`src/rtl/mem_arbiter_pkg.sv`:
```
// Shared definitions for the memory-port arbiter: bus widths, FSM state
// encoding and a wrapping index helper for the round-robin pointer.
package mem_arbiter_pkg;

  localparam int DATA_W = 32;
  localparam int STRB_W = 4;

  typedef enum logic [1:0] {
    ST_IDLE = 2'd0,
    ST_BUSY = 2'd1,
    ST_RESP = 2'd2
  } state_t;

  function automatic int unsigned wrap_next(input int unsigned idx, input int unsigned n);
    if (idx + 32'd1 >= n) begin
      return 32'd0;
    end else begin
      return idx + 32'd1;
    end
  endfunction

endpackage

```
`src/rtl/mem_arbiter_rr.sv`:
```
// Combinational rotating-priority picker: first set request at or after the
// pointer (wrapping), returned both one-hot and as an index.
module mem_arbiter_rr #(
  parameter int NUM_REQ = 2,
  parameter int IDX_W   = 1
) (
  input  logic [NUM_REQ-1:0] req,
  input  logic [IDX_W-1:0]   ptr,
  output logic [NUM_REQ-1:0] win_onehot,
  output logic [IDX_W-1:0]   win_idx,
  output logic               any_req
);

  int               cand;
  logic [IDX_W-1:0] cand_idx;
  logic             found;

  // Scan requesters starting at the pointer; the first hit wins.
  always_comb begin
    win_onehot = '0;
    win_idx    = '0;
    found      = 1'b0;
    cand       = 0;
    cand_idx   = '0;
    for (int i = 0; i < NUM_REQ; i++) begin
      cand = int'(ptr) + i;
      if (cand >= NUM_REQ) begin
        cand = cand - NUM_REQ;
      end else begin
        cand = cand;
      end
      cand_idx = IDX_W'(cand);
      if (!found && req[cand_idx]) begin
        found                = 1'b1;
        win_onehot[cand_idx] = 1'b1;
        win_idx              = cand_idx;
      end else begin
        found = found;
      end
    end
    any_req = |req;
  end

endmodule

```
`src/rtl/mem_arbiter.sv`:
```
// Shares one picorv32-style native memory port between NUM_REQ requesters:
// round-robin grant, one transaction in flight, watchdog abort.
module mem_arbiter
  import mem_arbiter_pkg::*;
#(
  parameter int NUM_REQ        = 2,
  parameter int TIMEOUT_CYCLES = 256
) (
  input  logic                        clk,
  input  logic                        reset,
  input  logic [NUM_REQ-1:0]          req_valid,
  input  logic [NUM_REQ-1:0]          req_instr,
  input  logic [STRB_W*NUM_REQ-1:0]   req_wstrb,
  input  logic [DATA_W*NUM_REQ-1:0]   req_wdata,
  input  logic [DATA_W*NUM_REQ-1:0]   req_addr,
  output logic [NUM_REQ-1:0]          req_ready,
  output logic [DATA_W*NUM_REQ-1:0]   req_rdata,
  output logic [NUM_REQ-1:0]          grant,
  output logic                        mem_valid,
  output logic                        mem_instr,
  output logic [STRB_W-1:0]           mem_wstrb,
  output logic [DATA_W-1:0]           mem_wdata,
  output logic [DATA_W-1:0]           mem_addr,
  input  logic                        mem_ready,
  input  logic [DATA_W-1:0]           mem_rdata,
  output logic                        timeout_err
);

  localparam int IDX_W = (NUM_REQ > 1) ? $clog2(NUM_REQ) : 1;
  localparam int CNT_W = (TIMEOUT_CYCLES > 0) ? $clog2(TIMEOUT_CYCLES + 1) : 1;
  localparam bit WD_ON = (TIMEOUT_CYCLES > 0);
  localparam logic [CNT_W-1:0] WD_LAST = WD_ON ? CNT_W'(TIMEOUT_CYCLES - 1) : '0;

  state_t                      state, state_nxt;
  logic [IDX_W-1:0]            ptr, ptr_nxt;
  logic [CNT_W-1:0]            wd_cnt, wd_cnt_nxt;
  logic [NUM_REQ-1:0]          win_onehot;
  logic [IDX_W-1:0]            win_idx;
  logic                        any_req;
  logic                        wd_expire;
  logic [DATA_W-1:0]           resp_data;

  logic                        sel_instr;
  logic [STRB_W-1:0]           sel_wstrb;
  logic [DATA_W-1:0]           sel_wdata;
  logic [DATA_W-1:0]           sel_addr;

  logic [NUM_REQ-1:0]          grant_nxt, req_ready_nxt;
  logic [DATA_W*NUM_REQ-1:0]   req_rdata_nxt;
  logic                        mem_valid_nxt, mem_instr_nxt, timeout_err_nxt;
  logic [STRB_W-1:0]           mem_wstrb_nxt;
  logic [DATA_W-1:0]           mem_wdata_nxt, mem_addr_nxt;

  mem_arbiter_rr #(
    .NUM_REQ (NUM_REQ),
    .IDX_W   (IDX_W)
  ) u_rr (
    .req        (req_valid),
    .ptr        (ptr),
    .win_onehot (win_onehot),
    .win_idx    (win_idx),
    .any_req    (any_req)
  );

  // An aborted transaction returns zero data rather than whatever is on the bus.
  assign wd_expire = WD_ON && (wd_cnt == WD_LAST);
  assign resp_data = mem_ready ? mem_rdata : 32'h0000_0000;

  // One-hot OR-mux of the winning requester's command fields.
  always_comb begin
    sel_instr = 1'b0;
    sel_wstrb = '0;
    sel_wdata = '0;
    sel_addr  = '0;
    for (int i = 0; i < NUM_REQ; i++) begin
      sel_instr = sel_instr | (req_instr[i] & win_onehot[i]);
      sel_wstrb = sel_wstrb | (req_wstrb[STRB_W*i +: STRB_W] & {STRB_W{win_onehot[i]}});
      sel_wdata = sel_wdata | (req_wdata[DATA_W*i +: DATA_W] & {DATA_W{win_onehot[i]}});
      sel_addr  = sel_addr  | (req_addr[DATA_W*i +: DATA_W]  & {DATA_W{win_onehot[i]}});
    end
  end

  // State and all output registers.
  always_ff @(posedge clk) begin
    if (reset) begin
      state       <= ST_IDLE;
      ptr         <= '0;
      wd_cnt      <= '0;
      grant       <= '0;
      req_ready   <= '0;
      req_rdata   <= '0;
      mem_valid   <= 1'b0;
      mem_instr   <= 1'b0;
      mem_wstrb   <= '0;
      mem_wdata   <= '0;
      mem_addr    <= '0;
      timeout_err <= 1'b0;
    end else begin
      state       <= state_nxt;
      ptr         <= ptr_nxt;
      wd_cnt      <= wd_cnt_nxt;
      grant       <= grant_nxt;
      req_ready   <= req_ready_nxt;
      req_rdata   <= req_rdata_nxt;
      mem_valid   <= mem_valid_nxt;
      mem_instr   <= mem_instr_nxt;
      mem_wstrb   <= mem_wstrb_nxt;
      mem_wdata   <= mem_wdata_nxt;
      mem_addr    <= mem_addr_nxt;
      timeout_err <= timeout_err_nxt;
    end
  end

  // Next-state logic; mem_ready outside BUSY has no effect.
  always_comb begin
    state_nxt = state;
    case (state)
      ST_IDLE: begin
        if (any_req) begin
          state_nxt = ST_BUSY;
        end else begin
          state_nxt = ST_IDLE;
        end
      end
      ST_BUSY: begin
        if (mem_ready || wd_expire) begin
          state_nxt = ST_RESP;
        end else begin
          state_nxt = ST_BUSY;
        end
      end
      ST_RESP: state_nxt = ST_IDLE;
      default: state_nxt = ST_IDLE;
    endcase
  end

  // Next values of the registered outputs, derived from the transition taken.
  always_comb begin
    ptr_nxt         = ptr;
    wd_cnt_nxt      = '0;
    grant_nxt       = grant;
    req_ready_nxt   = '0;
    req_rdata_nxt   = '0;
    mem_valid_nxt   = 1'b0;
    mem_instr_nxt   = mem_instr;
    mem_wstrb_nxt   = mem_wstrb;
    mem_wdata_nxt   = mem_wdata;
    mem_addr_nxt    = mem_addr;
    timeout_err_nxt = timeout_err;
    case (state)
      ST_IDLE: begin
        if (any_req) begin
          grant_nxt     = win_onehot;
          ptr_nxt       = IDX_W'(wrap_next(32'(win_idx), 32'(NUM_REQ)));
          mem_valid_nxt = 1'b1;
          mem_instr_nxt = sel_instr;
          mem_wstrb_nxt = sel_wstrb;
          mem_wdata_nxt = sel_wdata;
          mem_addr_nxt  = sel_addr;
        end else begin
          grant_nxt = '0;
        end
      end
      ST_BUSY: begin
        if (state_nxt == ST_RESP) begin
          req_ready_nxt   = grant;
          timeout_err_nxt = timeout_err | ~mem_ready;
          for (int i = 0; i < NUM_REQ; i++) begin
            req_rdata_nxt[DATA_W*i +: DATA_W] = grant[i] ? resp_data : 32'h0000_0000;
          end
        end else begin
          mem_valid_nxt = 1'b1;
          wd_cnt_nxt    = WD_ON ? (wd_cnt + CNT_W'(1)) : '0;
        end
      end
      ST_RESP: grant_nxt = '0;
      default: grant_nxt = '0;
    endcase
  end

endmodule

```
`config.mk`:
```
export PLATFORM = sky130hd
export DESIGN_NAME = mem_arbiter
export DESIGN_NICKNAME = d
export VERILOG_FILES = /design/src/rtl/mem_arbiter_pkg.sv /design/src/rtl/mem_arbiter_rr.sv /design/src/rtl/mem_arbiter.sv
export SDC_FILE = /design/constraint.sdc
export NUM_CORES = 1
export LEC_CHECK = 0
export CORE_ASPECT_RATIO = 1.2
export CORE_MARGIN = 2
export CORE_UTILIZATION = 35
export DETAILED_ROUTE_END_ITERATION = 12
export DONT_BUFFER_PORTS = 1
export SYNTH_ARGS = -nofsm -noshare
export SYNTH_HDL_FRONTEND = slang
export SYNTH_SLANG_ARGS = --single-unit
```
`constraint.sdc`:
```
create_clock -name clk -period 3.5 [get_ports clk]
set_input_delay 0.35 -clock clk [delete_from_list [all_inputs] [get_ports clk]]
set_output_delay 0.35 -clock clk [all_outputs]
set_load 0.005 [all_outputs]
```
### Yosys cells after proc, flatten, opt, wreduce, memory -nomap -nowiden

Index checks and enable logic that the tools add are counted.

* register bits: 151
* input port bits: 175
* output and inout port bits: 139

* add/sub/neg operators: 5
* magnitude comparators: 7
* equality and inequality tests: 3
* multiplexer cells: 25
* bitwise operators: 19
* reductions and logical operators: 13

Operators by type and width (count)
* AND 32 bit: 4
* OR 32 bit: 2
* two-way mux 32 bit: 1
* two-way mux 1 bit: 15
* adder 9 x 1 -> 9 bit, second input constant: 1
* == test 9 x 8 -> 1 bit, second input constant: 1
* AND 4 bit: 2
* two-way mux 2 bit: 4
* one-hot mux 2 bit (2 select lines): 2
* OR reduction 4 bit: 2
* OR reduction 3 bit: 2
* inverter 1 bit: 5
* adder 1 x 1 -> 2 bit, second input constant: 2
* greater-or-equal comparator 2 bit, second input constant: 2
* < comparator 1 x 2 -> 1 bit, second input constant: 2
* OR 4 bit: 1
* AND reduction 2 bit: 2
* logical AND 1 bit: 3
* AND 1 bit: 2
* demux 1 bit (select 1 bit): 2
* == test 2 x 1 -> 1 bit, second input constant: 1
* == test 2 bit, second input constant: 1
* greater-or-equal comparator 1 bit, second input constant: 2
* greater-or-equal comparator 1 x 2 -> 1 bit, second input constant: 1
* 8 further kinds: 10

### Logic depth before layout (Yosys ltp)

* depth in word-level cells: 11
* depth in mapped cells: 8
* depth with buffers taken out: 7

### Cells and area by module

From an unflattened synthesis, not the netlist that was laid out.

* cell total of the unflattened synthesis: 564
* area total of the unflattened synthesis: 5240.0 um^2

By module, submodules not included
* mem_arbiter: instances 1, cells each 559, area an instance 5207.5 um^2
* mem_arbiter_rr: instances 1, cells each 5, area an instance 32.5 um^2

### Worst setup path before layout

Ideal clock, no wire load.

* path type: register to register
* start: reg wd_cnt[0]
* end: reg req_rdata[0]
* library setup time: 128 ps
* arrival: 1688 ps
* slack: 1685 ps
* cell stages (with the launch flop): 9
* buffers on the path: 1
* period minus slack after synthesis: 1815 ps
* path through: dfxtp_1 -> ha_1 -> nand4_1 -> nor2_1 -> ha_1 -> or2_2 -> nand4_1 -> clkbuf_1 -> nor2_1

* cells in the longest elaborated chain, start to end: 7

RTL lines
* start: declaration: RTL line mem_arbiter.sv:36 `logic [CNT_W-1:0] wd_cnt, wd_cnt_nxt;`
* start signal: assignment: RTL line mem_arbiter.sv:101 `wd_cnt <= wd_cnt_nxt;`
* == test 9 x 8 -> 1 bit: RTL line mem_arbiter.sv:66 `assign wd_expire = WD_ON && (wd_cnt == WD_LAST);`
* logical OR 1 bit: RTL line mem_arbiter.sv:126 `if (mem_ready || wd_expire) begin`
* two-way mux 2 bit: RTL line mem_arbiter.sv:126
* one-hot mux 2 bit (2 select lines): RTL line mem_arbiter.sv:117 `case (state)`
* == test 2 bit: RTL line mem_arbiter.sv:165 `if (state_nxt == ST_RESP) begin`
* inverter 1 bit (no line)
* OR reduction 4 bit (no line)
* end signal: assignment: RTL line mem_arbiter.sv:104 `req_rdata <= req_rdata_nxt;`
* end: declaration: RTL line mem_arbiter.sv:17 `output logic [DATA_W*NUM_REQ-1:0] req_rdata,`

Every way passes these cells.
A chain may end at the register's enable or synchronous reset.

### Final worst setup path

* start: reg state[0]
* end: reg mem_wstrb[1]

* cells in the longest elaborated chain, start to end: 2

RTL lines
* start: declaration: RTL line mem_arbiter.sv:34 `state_t state, state_nxt;`
* start signal: assignment: RTL line mem_arbiter.sv:99 `state <= state_nxt;`
* logical NOT 2 bit: RTL line mem_arbiter.sv:150 `case (state)`
* AND reduction 2 bit (no line)
* end signal: assignment: RTL line mem_arbiter.sv:107 `mem_wstrb <= mem_wstrb_nxt;`
* end: declaration: RTL line mem_arbiter.sv:21 `output logic [STRB_W-1:0] mem_wstrb,`

Every way passes these cells.

==> results_dict.tcl <==
set metrics [dict create \
    fin_crit_sh_pct 57.9 \
    worstPathCellList "nor2_4 -> and2_2 -> buf_4 -> a211oi_1" \
    placed_cells 727 \
    io_buffers 0 \
    core-area_sq_mm 0.0155 \
    arrival_ns 2.31 \
    synth_top_family_by_area "compound AO/OA/AOI/OAI gates" \
    cts.sinks 151 \
    crit_required_ns 3.79 \
    syn2layout_area_growth_pct 13.0 \
    drc_errors 0 \
    grt_usage_pct 17.8 \
    critPathCapture "mem_wstrb[1]" \
    antenna_left 0 \
    layout.nets 717 \
    synth_top_area_share_pct 54.9 \
    synthTopCellsByArea "dfxtp_1 55%, a32oi_1 11%, a211oi_1 8.0%, a21oi_1 6.6%, nor2_1 5.1%" \
    layout_setup_ws_ns 1.47 \
    critPathKind "reg -> reg" \
    synth_adder_area_share_pct 0.454 \
    gp_routability_congestion 0.805 \
    cp-start-kind "register" \
    rr_endpoint "mem_wstrb[1]" \
    synth_commonest_cells "151 x dfxtp_1, 75 x nor2_1, 73 x a21oi_1" \
    yosys.area_share.simple_pct 9.48 \
    hold_viol_final 0 \
    crit_path_max_fanout 41 \
    slowest_stage "and2_2" \
    die_x_um 119 \
    setup_viol 0 \
    cts.reportedPaths.clkPinSlew_ns 0.07 \
    clock_latency_ns 0.41 \
    dp_slack_ns 1.46 \
    tightest_slew_ns 0.929 \
    htreeDepth 4 \
    clock-root-buffer "clkbuf_16" \
    grt_first_pass_wirelength_mm 23.0 \
    start_util_pct 35.5 \
    rows 50 \
    status "complete, no violations" \
    antenna_found_initial 1 \
    vias 4473 \
    synth_cells 578 \
    finalMaxSlewViolations 0 \
    rsz0062_at_grt "no" \
    synth_compound_area_share_pct 29.0 \
    cts_setup_buffers 0 \
    dpl.hpwl_mm 10.4 \
    totalWireLength_mm 15.5 \
    final_cells 762 \
    grt_max_degree 74 \
    firstDrtPassIters 6 \
    drive_above_1_share_pct 10.1 \
    wl_per_cell_um 20.4 \
    synth-seq-area-share_pct 54.9 \
    synth.avg_cell_area_sq_um 9.53 \
    drv_cap 0 \
    worst_setup_path_end_kind "register" \
    r2r_cells 4 \
    synth.area.mux_share_pct 0.182 \
    r2r_setup_slack_ns 1.47 \
    final_area_sq_mm 0.00622 \
    synth_warnings 0 \
    hp-class "in -> reg" \
    async_flop_share_pct 0 \
    yosys.area_share.xor_xnor_pct 0.477 \
    r2r_start "state[0]" \
    die_y_um 141 \
    grt_pass1_vias 4115 \
    critPathLaunch "state[0]" \
    finClkSkew_ns 0.00775 \
    drtIter0Drc 200 \
    num_io_pins 314 \
    cts_tree "built" \
    yosysMostFrequentCell "dfxtp_1" \
    clk_path_buf_depth 2 \
    synth_area_sq_mm 0.00551 \
    finalCriticalPeriod_ns 2.03 \
    synth_cell_type_count 31 \
    cts_resized 0 \
    design.die.area_sq_mm 0.0168 \
    p_leak_nw 2.12 \
    grt-ovfl-total 0 \
    numCtsBuffers 17 \
    max_stage_delay_ns 0.77 \
    setup_tns_ns 0 \
    vdd_drop_max_mv 0.315 \
    via_per_inst 5.87 \
    fmax_mhz 493 \
    ys_seq_elements 151 \
    synth-main-ff-cell "dfxtp_1" \
    yosysTopAreaCell "dfxtp_1" \
    syn-num-nets 755 \
    synth_edf_count 0 \
    dpl_cell_area_sq_mm 0.00556 \
    power.density_mw_per_mm2 680 \
    slew_headroom_pct 38.1 \
]
-- where the power goes --
| part | switching [mW] | internal (mW) | total (mW) |
|---|---|---|---|
| Clock | 0.784 | 1.11 | 1.89 |
| Combinational | 0.255 | 0.151 | 0.406 |
| Sequential | 0.103 | 1.83 | 1.94 |
-- cell usage in the layout, fill, tap and decap left out, types with 5 or more instances in the layout --
cell type  netlist  layout
a211oi_2        10      10
a21oi_1         73      73
clkbuf_16        0      17
dfxtp_1        151     151
nor2_1          75      74
a211oi_1        59      59
nand2_1         37      37
nand3_1          5       5
inv_1            6       6
buf_4            0       7
a32oi_1         69      69
-- worst max-delay path, delay by kind of cell (launching register included) --
| kind | cells | cell delay [ns] |
|---|---|---|
| compound gates | 1 | 0.13 |
| buf+inv | 1 | 0.44 |
| flops | 1 | 0.40 |
| simple gates | 2 | 0.91 |
-- cells by family (layout without fill, tap and decap cells) --
logic type      count (synthesis)  in the layout
other cells                     0              1
fa+ha+maj                       2              2
xor+xnor                        3              3
buf+inv                        72             47
mux                             1              1
compound gates                220            220
flops                         151            151
simple gates                  129            129
-- cell type report --
cell class                 instances  area, sq um
fill                            1555         9290
sequential                       151         3020
multi-input combinational        355         2200
clock buffer                      18          439
tap                              208          260
clock inverter                    14          181
timing repair buffer               9         90.1
inverter                           6         22.5
antenna                            1         2.50
-- stage by stage --
stage               power (mW)  hold slack (ns)  util, %
global route              4.42           0.0125     40.1
detailed placement        2.37            0.423     35.8
global placement          2.35            0.422     35.8
floorplan                 2.30            0.426        -
CTS                       4.30           0.0150     40.1
finish                    4.23           0.0393     40.1
-- state kept, by name, indices dropped and copies added, names as in the netlist, named ones only --
name and flops:
req_rdata 64, state 2, mem_valid 1, wd_cnt 9
mem_addr 32, req_ready 2, timeout_err 1, mem_wdata 32
mem_wstrb 4, mem_instr 1, grant 2
-- per-layer routing --
layer | vias up | part of all wire (%) | GRT usage (%)
met2 | 267 | 49 | 30.2
met4 | 2 | 1.9 | 6.77
li1 | 2079 | - | -
met3 | 13 | 12 | 8.00
met1 | 2112 | 38 | 19.6
met5 | - | 0.12 | 0
-- how the worst min path moves through the flow --
stage / from / end / cells after the start
2_1_floorplan: state[1] / grant[0] / 1
3_3_place_gp: reset / mem_addr[30] / 1
3_5_place_dp: reset / mem_addr[30] / 1
4_1_cts: reset / timeout_err / 1
5_1_grt: reset / timeout_err / 1
6_report: reset / timeout_err / 1
-- what timing repair did --
action | in CTS | in global routing
hold buffers | 2 | 0
endpoints found under the setup margin | 0 | 0
endpoints found under the hold margin | 68 | 0
No activity file was read; power rests on OpenSTA's default activity.
